--- config.mk ---
export PLATFORM = sky130hd
export DESIGN_NAME = sysid_check_master
export DESIGN_NICKNAME = d
export VERILOG_FILES = /design/src/rtl/sysid_check_master.sv
export SDC_FILE = /design/constraint.sdc
export NUM_CORES = 1
export LEC_CHECK = 0
export CORE_MARGIN = 2
export CORE_UTILIZATION = 35
export CTS_BUF_LIST = sky130_fd_sc_hd__clkbuf_4
export DETAILED_ROUTE_END_ITERATION = 7
export SLEW_MARGIN = 30
export SYNTH_ARGS = -nofsm -noshare
export SYNTH_HDL_FRONTEND = slang
export SYNTH_SLANG_ARGS = --single-unit
--- constraint.sdc ---
create_clock -name clock -period 1.85 [get_ports clock]
set_input_delay 0.185 -clock clock [delete_from_list [all_inputs] [get_ports clock]]
set_output_delay 0.185 -clock clock [all_outputs]
set_load 0.05 [all_outputs]
--- src/rtl/sysid_check_master.sv ---
`default_nettype none
// ============================================================================
// Module      : sysid_check_master
// Description : Avalon-MM read initiator that fetches the system ID (word 0)
//               and build timestamp (word 1) from the sysid responder,
//               compares them against expected constants and reports a
//               registered pass/fail status with per-word mismatch flags.
// Revision    : 1.0 - initial release
// ============================================================================
module sysid_check_master #(
    parameter logic [31:0] EXPECTED_ID = 32'h0400_0000,
    parameter logic [31:0] EXPECTED_TS = 32'h5480_E45A,
    parameter bit          CHECK_TS    = 1'b1,
    parameter bit          AUTO_START  = 1'b1,
    parameter int          TIMEOUT     = 1023,
    parameter int          TO_W        = 10
) (
    input  logic        clock,
    input  logic        reset_n,
    input  logic        start,
    output logic        avm_address,
    output logic        avm_read,
    input  logic        avm_waitrequest,
    input  logic [31:0] avm_readdata,
    input  logic        avm_readdatavalid,
    output logic [31:0] id_value,
    output logic [31:0] ts_value,
    output logic        busy,
    output logic        done,
    output logic        pass,
    output logic        id_mismatch,
    output logic        ts_mismatch,
    output logic        timeout
);

    typedef enum logic [2:0] {
        S_IDLE    = 3'd0,
        S_REQ_ID  = 3'd1,
        S_WAIT_ID = 3'd2,
        S_REQ_TS  = 3'd3,
        S_WAIT_TS = 3'd4,
        S_DONE    = 3'd5
    } state_t;

    localparam logic [TO_W-1:0] c_timeout = TO_W'(TIMEOUT);

    state_t          r_state;
    logic [TO_W-1:0] r_cnt;
    logic            r_auto_pend;
    logic            r_id_got;
    logic            r_ts_got;

    logic            w_in_req;
    logic            w_in_wait;
    logic            w_accept;
    logic            w_rdv;
    logic            w_expire;
    logic            w_go;
    logic            w_id_mm;
    logic            w_ts_mm;
    logic [TO_W-1:0] w_cnt_inc;

    // Transaction qualifiers: a request completes on accept, a wait on valid
    // data; readdatavalid seen in any other state (including the accept
    // cycle, which is still a REQ state) is ignored by construction.
    always_comb begin
        w_in_req  = (r_state == S_REQ_ID)  || (r_state == S_REQ_TS);
        w_in_wait = (r_state == S_WAIT_ID) || (r_state == S_WAIT_TS);
        w_accept  = w_in_req && avm_read && !avm_waitrequest;
        w_rdv     = w_in_wait && avm_readdatavalid;
        // The counter saturates at the limit so that a request accepted in
        // the very last allowed cycle still gets exactly one more cycle to
        // deliver its data before aborting, without wrapping.
        w_cnt_inc = (r_cnt == c_timeout) ? r_cnt : r_cnt + TO_W'(1);
        w_expire  = (w_in_req || w_in_wait) && (r_cnt == c_timeout)
                    && !w_accept && !w_rdv;
        w_go      = (r_state == S_IDLE) && (start || r_auto_pend);
        // Only words actually received can be judged as mismatching.
        w_id_mm   = r_id_got && (id_value != EXPECTED_ID);
        w_ts_mm   = r_ts_got && (ts_value != EXPECTED_TS);
    end

    // Check sequencer with all bus and status outputs registered.
    always_ff @(posedge clock or negedge reset_n) begin
        if (!reset_n) begin
            r_state     <= S_IDLE;
            r_cnt       <= '0;
            r_auto_pend <= AUTO_START;
            r_id_got    <= 1'b0;
            r_ts_got    <= 1'b0;
            avm_address <= 1'b0;
            avm_read    <= 1'b0;
            id_value    <= '0;
            ts_value    <= '0;
            busy        <= 1'b0;
            done        <= 1'b0;
            pass        <= 1'b0;
            id_mismatch <= 1'b0;
            ts_mismatch <= 1'b0;
            timeout     <= 1'b0;
        end else begin
            // The automatic check is only offered in the first cycle after
            // reset release.
            r_auto_pend <= 1'b0;
            case (r_state)
                S_IDLE: begin
                    if (w_go) begin
                        r_state     <= S_REQ_ID;
                        r_cnt       <= '0;
                        r_id_got    <= 1'b0;
                        r_ts_got    <= 1'b0;
                        avm_read    <= 1'b1;
                        avm_address <= 1'b0;
                        id_value    <= '0;
                        ts_value    <= '0;
                        busy        <= 1'b1;
                        done        <= 1'b0;
                        pass        <= 1'b0;
                        id_mismatch <= 1'b0;
                        ts_mismatch <= 1'b0;
                        timeout     <= 1'b0;
                    end
                end
                S_REQ_ID, S_REQ_TS: begin
                    r_cnt <= w_cnt_inc;
                    if (w_accept) begin
                        avm_read <= 1'b0;
                        r_state  <= (r_state == S_REQ_ID) ? S_WAIT_ID : S_WAIT_TS;
                    end else if (w_expire) begin
                        avm_read <= 1'b0;
                        timeout  <= 1'b1;
                        r_state  <= S_DONE;
                    end
                end
                S_WAIT_ID: begin
                    r_cnt <= w_cnt_inc;
                    if (w_rdv) begin
                        id_value    <= avm_readdata;
                        r_id_got    <= 1'b1;
                        r_cnt       <= '0;
                        avm_read    <= 1'b1;
                        avm_address <= 1'b1;
                        r_state     <= S_REQ_TS;
                    end else if (w_expire) begin
                        timeout <= 1'b1;
                        r_state <= S_DONE;
                    end
                end
                S_WAIT_TS: begin
                    r_cnt <= w_cnt_inc;
                    if (w_rdv) begin
                        ts_value <= avm_readdata;
                        r_ts_got <= 1'b1;
                        r_state  <= S_DONE;
                    end else if (w_expire) begin
                        timeout <= 1'b1;
                        r_state <= S_DONE;
                    end
                end
                S_DONE: begin
                    id_mismatch <= w_id_mm;
                    ts_mismatch <= w_ts_mm;
                    pass        <= !w_id_mm && !(CHECK_TS && w_ts_mm) && !timeout;
                    done        <= 1'b1;
                    busy        <= 1'b0;
                    r_state     <= S_IDLE;
                end
                default: begin
                    avm_read <= 1'b0;
                    r_state  <= S_IDLE;
                end
            endcase
        end
    end

endmodule
`default_nettype wire

Word level (Yosys, flattened, before mapping) --
Cells that the tools add are included.
Storage, ports and cells: bits in registers 87, input bits 37, output and inout bits 72, logic and storage cells 99
Cells by class: $add $sub $neg 1, equality and inequality tests 14, multiplexer cells 32, bitwise operators 1, reductions and logical operators 37
Operators by type and width (count):
- 32-bit one-hot mux with 2 select lines | 2
- 32-bit 2-to-1 mux | 2
- 32-bit by 27-bit != test with 1-bit output (second input constant) | 1
- 32-bit by 31-bit != test with 1-bit output (second input constant) | 1
- 10-bit 2-to-1 mux | 3
- 10-bit one-hot mux with 3 select lines | 1
- 3-bit 2-to-1 mux | 6
- 1-bit one-hot mux with 2 select lines | 7
- 3-bit one-hot mux with 4 select lines | 1
- 1-bit logical AND | 11
- 10-bit by 1-bit adder with 10-bit output (second input constant) | 1
- 10-bit equality test (second input constant) | 1
- 2-bit != test (second input constant) | 5
- 1-bit 2-to-1 mux | 8
- 4-bit AND reduction | 2
- 3-bit by 2-bit equality test with 1-bit output (second input constant) | 2
- 3-bit equality test (second input constant) | 2
- 1-bit logical NOT | 6
- 3-bit AND reduction | 2
- 2-bit nonzero test | 3
- 3-bit nonzero test | 2
- 2-bit OR reduction | 3
- 1-bit logical OR | 4
- 1-bit one-hot mux with 4 select lines | 1
- 7 further kinds | 8

Longest topological paths before layout --
Gate-level depths: netlist of the first run.
depth after elaboration 10, mapped depth 7, depth with buffers taken out 6

Worst setup path after synthesis of the first run --
OpenSTA, ideal clock, no wires.
path kind flip-flop to flip-flop, start reg r_auto_pend, end reg id_value[12], setup time 0.121 ns, data arrival time 1.534 ns, data required time 1.729 ns, slack 0.195 ns, stages on the path, launching flop included 6, path buffers 2, clock period less this slack 1.655 ns, cell sequence dfstp_2 nor3_1 or4_1 buf_4 buf_6 a22o_1
Between the ends: longest elaborated chain between the ends 4
Ends and longest elaborated chain:
- start: declaration | line 49 | logic r_auto_pend;
- start signal: assignment | line 88 | r_auto_pend <= AUTO_START;
- start signal: assignment | line 104 | r_auto_pend <= 1'b0;
- 1-bit logical OR | line 77 | w_go = (r_state == S_IDLE) && (start || r_auto_pend);
- 1-bit logical AND | line 77
- 2-bit != test (no line)
- 3-bit AND reduction (no line)
- end signal: assignment | line 138 | id_value <= avm_readdata;
- end: declaration | line 26 | output logic [31:0] id_value,
No other way between the ends. A chain may end at the register's enable or synchronous reset.

Worst setup path in the final report of the first run --
start reg pass, end out pass
RTL lines:
- start: declaration | line 30 | output logic pass,
- start signal: assignment | line 163 | pass <= !w_id_mm && !(CHECK_TS && w_ts_mm) && !timeout;
No word-level cell between the ends.

==> flow_metrics.py, run 1 <==
metrics = {
    "run_status": {
        "status": "finished clean",
    },
    "cells_and_area": {
        "drive_gt1_share_pct": 8.55,
        "diodes": 0,
        "final_nets": 525,
        "fillers": 999,
        "stdcell_area_mm2": 0.00524,
        "area_delta_synth_final_pct": 39.4,
        "utilization_pct": 50.5,
    },
    "timing": {
        "max_freq_ghz": 0.562,
        "period_needed_ns": 1.78,
        "slew_viol_final": 0,
        "clock_skew_ns": 0.0226,
        "tightest_slew_ns": 0.528,
        "setup_viol": 0,
        "max_slew_margin_pct": 64.9,
        "finalWorstSetupSlack_ns": 0.0717,
        "hold_viol": 0,
        "finalSetupTns_ns": 0,
        "fin_crit_sh_pct": 96.1,
        "rsz0062_at_grt": "false",
    },
    "yosys": {
        "synthCells": 368,
        "synth_fp_nets": 406,
        "ys_seq_area_share_pct": 58.0,
        "syn_area_per_cell_um2": 10.2,
        "synthFlopType": "dfrtp_1",
        "synth_area_mm2": 0.00376,
        "synth_cell_type_count": 44,
        "yosys_warnings": 0,
        "yosys_register_bits": 87,
        "synth_edf_count": 0,
        "async_flop_share_pct": 100,
    },
    "cts": {
        "h-tree-depth": 3,
        "clockBufferDepth": 2,
        "worstSkewPairLatency_ns": 0.43,
        "cts_sinks": 87,
        "cts_tree": "built",
        "post_cts_buffers": 0,
        "root_buffer": "clkbuf_4",
        "cts_buffers": 9,
        "clk_pin_slew_worst_paths_ns": 0.15,
    },
    "worst_setup_path": {
        "worstSetupEndpointType": "output pin",
        "r2r-start": "ts_value[8]$_DFFE_PN0P_",
        "ff2ff_path_depth": 6,
        "path_cells": "clkdlybuf4s50_1",
        "worstSetupStartpoint": "pass$_DFFE_PN0P_",
        "critical_path_arrival_ns": 1.59,
        "r2r_end": "pass$_DFFE_PN0P_",
        "critical_path_class": "reg2out",
        "slowest_delay_ns": 0.81,
        "crit_required_ns": 1.66,
        "cp-start-kind": "flop",
        "crit_family": "buffers and inverters",
        "cpMaxStageDelayCell": "clkdlybuf4s50_1",
        "worst-path-buf-inv": 1,
        "r2r_slack_ns": 0.09,
        "crit_fanout": 2,
    },
    "routing": {
        "drcViolationCount": 0,
        "ant_nets": 0,
        "drtIter0Drc": 213,
        "vias": 3299,
        "drt-total-wl_mm": 10.7,
        "drtPass1Iterations": 4,
        "wl_per_cell_um": 17.0,
        "vias_per_cell": 5.26,
    },
    "floorplanning": {
        "die-area_mm2": 0.0116,
        "die_h_um": 108,
        "fp.dieW_um": 108,
        "initial_core_util_pct": 36.2,
        "row_count": 37,
        "core_mm2": 0.0104,
        "pin_count": 109,
    },
    "pwr": {
        "total_power_w": 0.00877,
        "powerDensity_mw_per_mm2": 1680,
        "ir_drop_uv": 637,
        "leakage_nw": 2.89,
    },
    "worst_hold_path": {
        "hp-class": "in2async",
    },
    "global_routing": {
        "grt_pass1_vias": 3170,
        "grt_start_max_net_pins": 37,
        "grt_pass1_wl_mm": 17.2,
        "grt_util_all_layers_pct": 18.9,
        "grt_overflow": 0,
        "antenna_found_initial": 0,
    },
    "placement": {
        "port_buffers": 108,
        "place_area_mm2": 0.00511,
        "dp_hpwl_mm": 7.61,
        "routabilityCongestion": 0.798,
        "post-place-ws_ns": -0.0142,
    },
    "job": {
        "maxCapViolations": 0,
    },
}
-- report_power, final --
part | leakage [nW] | total, W | internal, W | switching (W)
registers | 1.17 | 0.00305 | 0.00250 | 0.000550
logic | 1.64 | 0.00449 | 0.00146 | 0.00303
clock network | 0.0843 | 0.00123 | 0.000553 | 0.000676
total | 2.89 | 0.00877 | 0.00452 | 0.00425
-- final cells by class --
class	count	area, um2	area share [%]
Multi-Input combinational cell	254	1440	27.5
Sequential cell	87	2180	41.6
Clock buffer	9	67.6	1.29
Clock inverter	6	92.6	1.77
Tap cell	136	170	3.25
Timing Repair Buffer	131	1270	24.3
Inverter	4	15.0	0.287
-- how the worst max path moves through the flow --
stage                                     endpoint  slack, ns  cells after the start
after floorplan           id_value[12]$_DFFE_PN0P_       0.19                      5
after global placement    id_value[27]$_DFFE_PN0P_       0.02                      5
after detailed placement  id_value[10]$_DFFE_PN0P_      -0.01                      5
after CTS                              ts_value[5]     0.0005                      1
after global routing              pass$_DFFE_PN0P_      0.005                      6
final                                         pass       0.07                      1
-- per-stage QoR --
stage,hold slack [ns],cells
final,0.214,627
after global placement,0.151,611
after global routing,0.202,627
after floorplan,-0.111,368
after detailed placement,0.152,611
after CTS,0.198,627
-- registers in the layout (all words and copies together) (netlist names), 3 cells and up --
register and cells:
r_state 3, id_value 32, ts_value 32, r_cnt 10
-- kinds of logic after synthesis --
logic type                 count (synthesis)  share of synthesized area (%)
AOI/OAI and AO/OA                         63                           12.5
other                                      1                         0.0998
and+or+nand+nor                          182                           23.5
DFF                                       87                           58.0
xor gates and xnor gates                   5                           1.17
adders and majority gates                  1                          0.333
buffers and inverters                     27                           3.83
muxes                                      2                          0.533
-- routing by layer --
metal | vias to the layer above | track usage (%) | wire (um)
met2 | 96 | 30.5 | 5180
met5 | - | 0 | 0
li1 | 1553 | - | -
met3 | 16 | 3.63 | 564
met1 | 1634 | 26.1 | 4700
met4 | 0 | 5.59 | 212
-- Yosys cell counts, drive strengths merged (4+ instances only) --
cell type | number | area [um2]
inv | 4 | 15.0
dfrtp | 86 | 2150
nand2 | 83 | 312
nand4 | 5 | 31.3
nor2b | 4 | 27.5
buf | 17 | 106
o21ai | 9 | 45.0
a21oi | 7 | 35.0
nor3 | 4 | 25.0
a22o | 33 | 289
nor2 | 13 | 48.8
and3 | 5 | 31.3
nand3 | 41 | 205
nor4 | 10 | 62.6
xor2 | 4 | 35.0
clkbuf | 6 | 22.5
nor4b | 4 | 35.0
-- cells in the final DEF (no fill, tap or decap), types with 5 or more instances in the layout --
| cell | n |
|---|---|
| o21ai_0 | 6 |
| dlymetal6s2s_1 | 12 |
| nand4_1 | 5 |
| nand3_1 | 41 |
| nor4_1 | 10 |
| a21oi_1 | 7 |
| buf_12 | 5 |
| a22o_1 | 33 |
| dlygate4sd2_1 | 57 |
| clkdlybuf4s50_1 | 37 |
| nand2_1 | 83 |
| buf_4 | 19 |
| dfrtp_1 | 86 |
| and3_1 | 5 |
| nor2_1 | 13 |
| clkbuf_4 | 9 |
-- timing repair --
item                                   4_1_cts  5_1_grt
gates resized for setup                     57       13
endpoints found under the hold margin       30        0
pin swaps                                    0        0
setup endpoints to repair                   57       13
hold buffers                                 1        0
Power figures use the tool's default switching activity.
==> run 2: changes to the inputs <==
--- a/config.mk
+++ b/config.mk
@@ -9,6 +9,7 @@
 export CORE_UTILIZATION = 35
 export CTS_BUF_LIST = sky130_fd_sc_hd__clkbuf_4
 export DETAILED_ROUTE_END_ITERATION = 7
+export GPL_ROUTABILITY_DRIVEN = 1
 export SLEW_MARGIN = 30
 export SYNTH_ARGS = -nofsm -noshare
 export SYNTH_HDL_FRONTEND = slang
==> constraint.sdc (replaced) <==
create_clock -name clock -period 2.05 [get_ports clock]
set_input_delay 0.205 -clock clock [delete_from_list [all_inputs] [get_ports clock]]
set_output_delay 0.205 -clock clock [all_outputs]
set_load 0.05 [all_outputs]
==> flow_metrics.py, run 2 (synthesis gave the netlist of run 1 again) <==
metrics = {
    "floorplanning": {
        "initial_core_util_pct": 36.2,
        "die-area_mm2": 0.0116,
        "pin_count": 109,
        "fp.dieW_um": 108,
        "core_mm2": 0.0104,
        "die_h_um": 108,
        "row_count": 37,
    },
    "cells_and_area": {
        "drive_gt1_share_pct": 6.63,
        "layout_common_cells": "clkdlybuf4s50_1 (107), dfrtp_1 (86), nand2_1 (83)",
        "reg_top3": "id_value (32), ts_value (32), r_cnt (10)",
        "utilization_pct": 50.4,
        "area_delta_synth_final_pct": 39.1,
        "fillers": 997,
        "final_nets": 516,
        "diodes": 0,
        "final_common_cell": "clkdlybuf4s50_1",
    },
    "worst_setup_path": {
        "critical_path_arrival_ns": 1.72,
        "r2r-start": "ts_value[24]$_DFFE_PN0P_",
        "r2r_end": "pass$_DFFE_PN0P_",
        "slowest_delay_ns": 0.86,
        "worst-path-buf-inv": 1,
        "cp-start-kind": "flop",
        "cpMaxStageDelayCell": "clkdlybuf4s50_1",
        "crit_fanout": 3,
        "path_cells": "clkdlybuf4s50_1",
        "r2r_slack_ns": 0.20,
        "ff2ff_path_depth": 5,
        "crit_required_ns": 1.85,
        "critical_path_class": "reg2out",
        "crit_family": "buffers and inverters",
        "worstSetupEndpointType": "output pin",
    },
    "cts": {
        "cts_buffers": 9,
        "cts_tree": "built",
        "clockBufferDepth": 2,
        "clk_pin_slew_worst_paths_ns": 0.16,
        "cts_sinks": 87,
        "root_buffer": "clkbuf_4",
        "worstSkewPairLatency_ns": 0.44,
        "h-tree-depth": 3,
    },
    "routing": {
        "drtPass1Iterations": 4,
        "drtIter0Drc": 196,
        "wl_met3_um": 578,
        "drt-met1-wl_mm": 4.54,
        "met2WireLength_mm": 4.96,
        "drt-total-wl_mm": 10.3,
        "topRoutingLayerUsed": "met4",
        "ant_nets": 0,
        "drcViolationCount": 0,
        "vias_per_cell": 5.25,
        "wl_per_cell_um": 16.6,
        "vias": 3248,
    },
    "timing": {
        "hold_slack_ns": 0.276,
        "period_needed_ns": 1.92,
        "fin_crit_sh_pct": 93.8,
        "max_freq_ghz": 0.520,
        "rsz0062_at_grt": "false",
        "setup_viol": 0,
        "finalSetupTns_ns": 0,
        "tightest_slew_ns": 0.610,
        "slew_viol_final": 0,
        "hold_viol": 0,
        "clock_skew_ns": 0.0172,
        "max_slew_margin_pct": 58.9,
    },
    "global_routing": {
        "grt_overflow": 0,
        "grt_start_max_net_pins": 44,
        "grt_util_all_layers_pct": 18.6,
        "grt_pass1_wl_mm": 16.6,
        "grt_pass1_vias": 3135,
        "antenna_found_initial": 0,
    },
    "pwr": {
        "powerDensity_mw_per_mm2": 1570,
        "leakage_nw": 2.40,
        "total_power_w": 0.00819,
        "ir_drop_uv": 731,
    },
    "placement": {
        "port_buffers": 108,
        "dp_hpwl_mm": 7.34,
        "routabilityCongestion": 0.825,
    },
    "run_status": {
        "status": "finished clean",
    },
    "job": {
        "maxCapViolations": 0,
    },
    "worst_hold_path": {
        "hp-class": "in2async",
    },
}
==> run 2: cell types whose count changed in the layout (fill, tap and decap cells not counted), sizes merged <==
cell / delta
clkdlybuf4s50: +70
dlygate4sd2: -57
clkinvlp: -1
clkinv: +2
buf: -10
dlymetal6s2s: -12
==> run 2: repair_timing <==
action | 4_1_cts | 5_1_grt
buffers inserted | 0 | 0
endpoints found under the hold margin | 40 | 0
setup endpoints to repair | 0 | 0
hold buffers | 1 | 0
gates resized for setup | 0 | 0
==> run 2: worst max-delay path by stage <==
stage | slack [ns] | cells after the start | to | startpoint
2_1_floorplan | 0.39 | 5 | id_value[12]$_DFFE_PN0P_ | r_auto_pend$_DFF_PN1_
3_5_place_dp | 0.15 | 5 | id_value[10]$_DFFE_PN0P_ | start
6_report | 0.13 | 1 | id_value[1] | id_value[1]$_DFFE_PN0P_
3_3_place_gp | 0.18 | 5 | id_value[27]$_DFFE_PN0P_ | start
5_1_grt | 0.04 | 1 | id_value[1] | id_value[1]$_DFFE_PN0P_
4_1_cts | 0.09 | 1 | id_value[1] | id_value[1]$_DFFE_PN0P_
==> run 2: where the power goes <==
part | leakage (nW) | internal, W | switching [W]
clock | 0.0916 | 0.000512 | 0.000636
combinational | 1.14 | 0.00155 | 0.00271
sequential | 1.17 | 0.00226 | 0.000517
total | 2.40 | 0.00432 | 0.00387
==> run 2: final cells by class <==
| type | instances | area (um2) | area share [%] |
|---|---|---|---|
| Sequential cell | 87 | 2180 | 41.7 |
| Multi-Input combinational cell | 254 | 1440 | 27.6 |
| Timing Repair Buffer | 122 | 1250 | 23.9 |
| Tap cell | 136 | 170 | 3.26 |
| Clock inverter | 7 | 104 | 1.99 |
| Clock buffer | 9 | 67.6 | 1.29 |
| Inverter | 4 | 15.0 | 0.287 |
==> run 2: per-layer routing <==
metal,global-route usage (%),up-vias
met1,24.9,1595
met2,29.5,104
met5,0,-
li1,-,1535
met3,5.08,14
met4,5.31,0
==> run 2: metrics by stage <==
| stage | std cells | area [um2] | worst slack [ns] |
|---|---|---|---|
| floorplan | 368 | 3760 | 0.395 |
| global placement | 602 | 5040 | 0.177 |
| detailed placement | 602 | 5040 | 0.152 |
| CTS | 619 | 5220 | 0.0929 |
| global route | 619 | 5220 | 0.0353 |
| finish | 619 | 5220 | 0.127 |
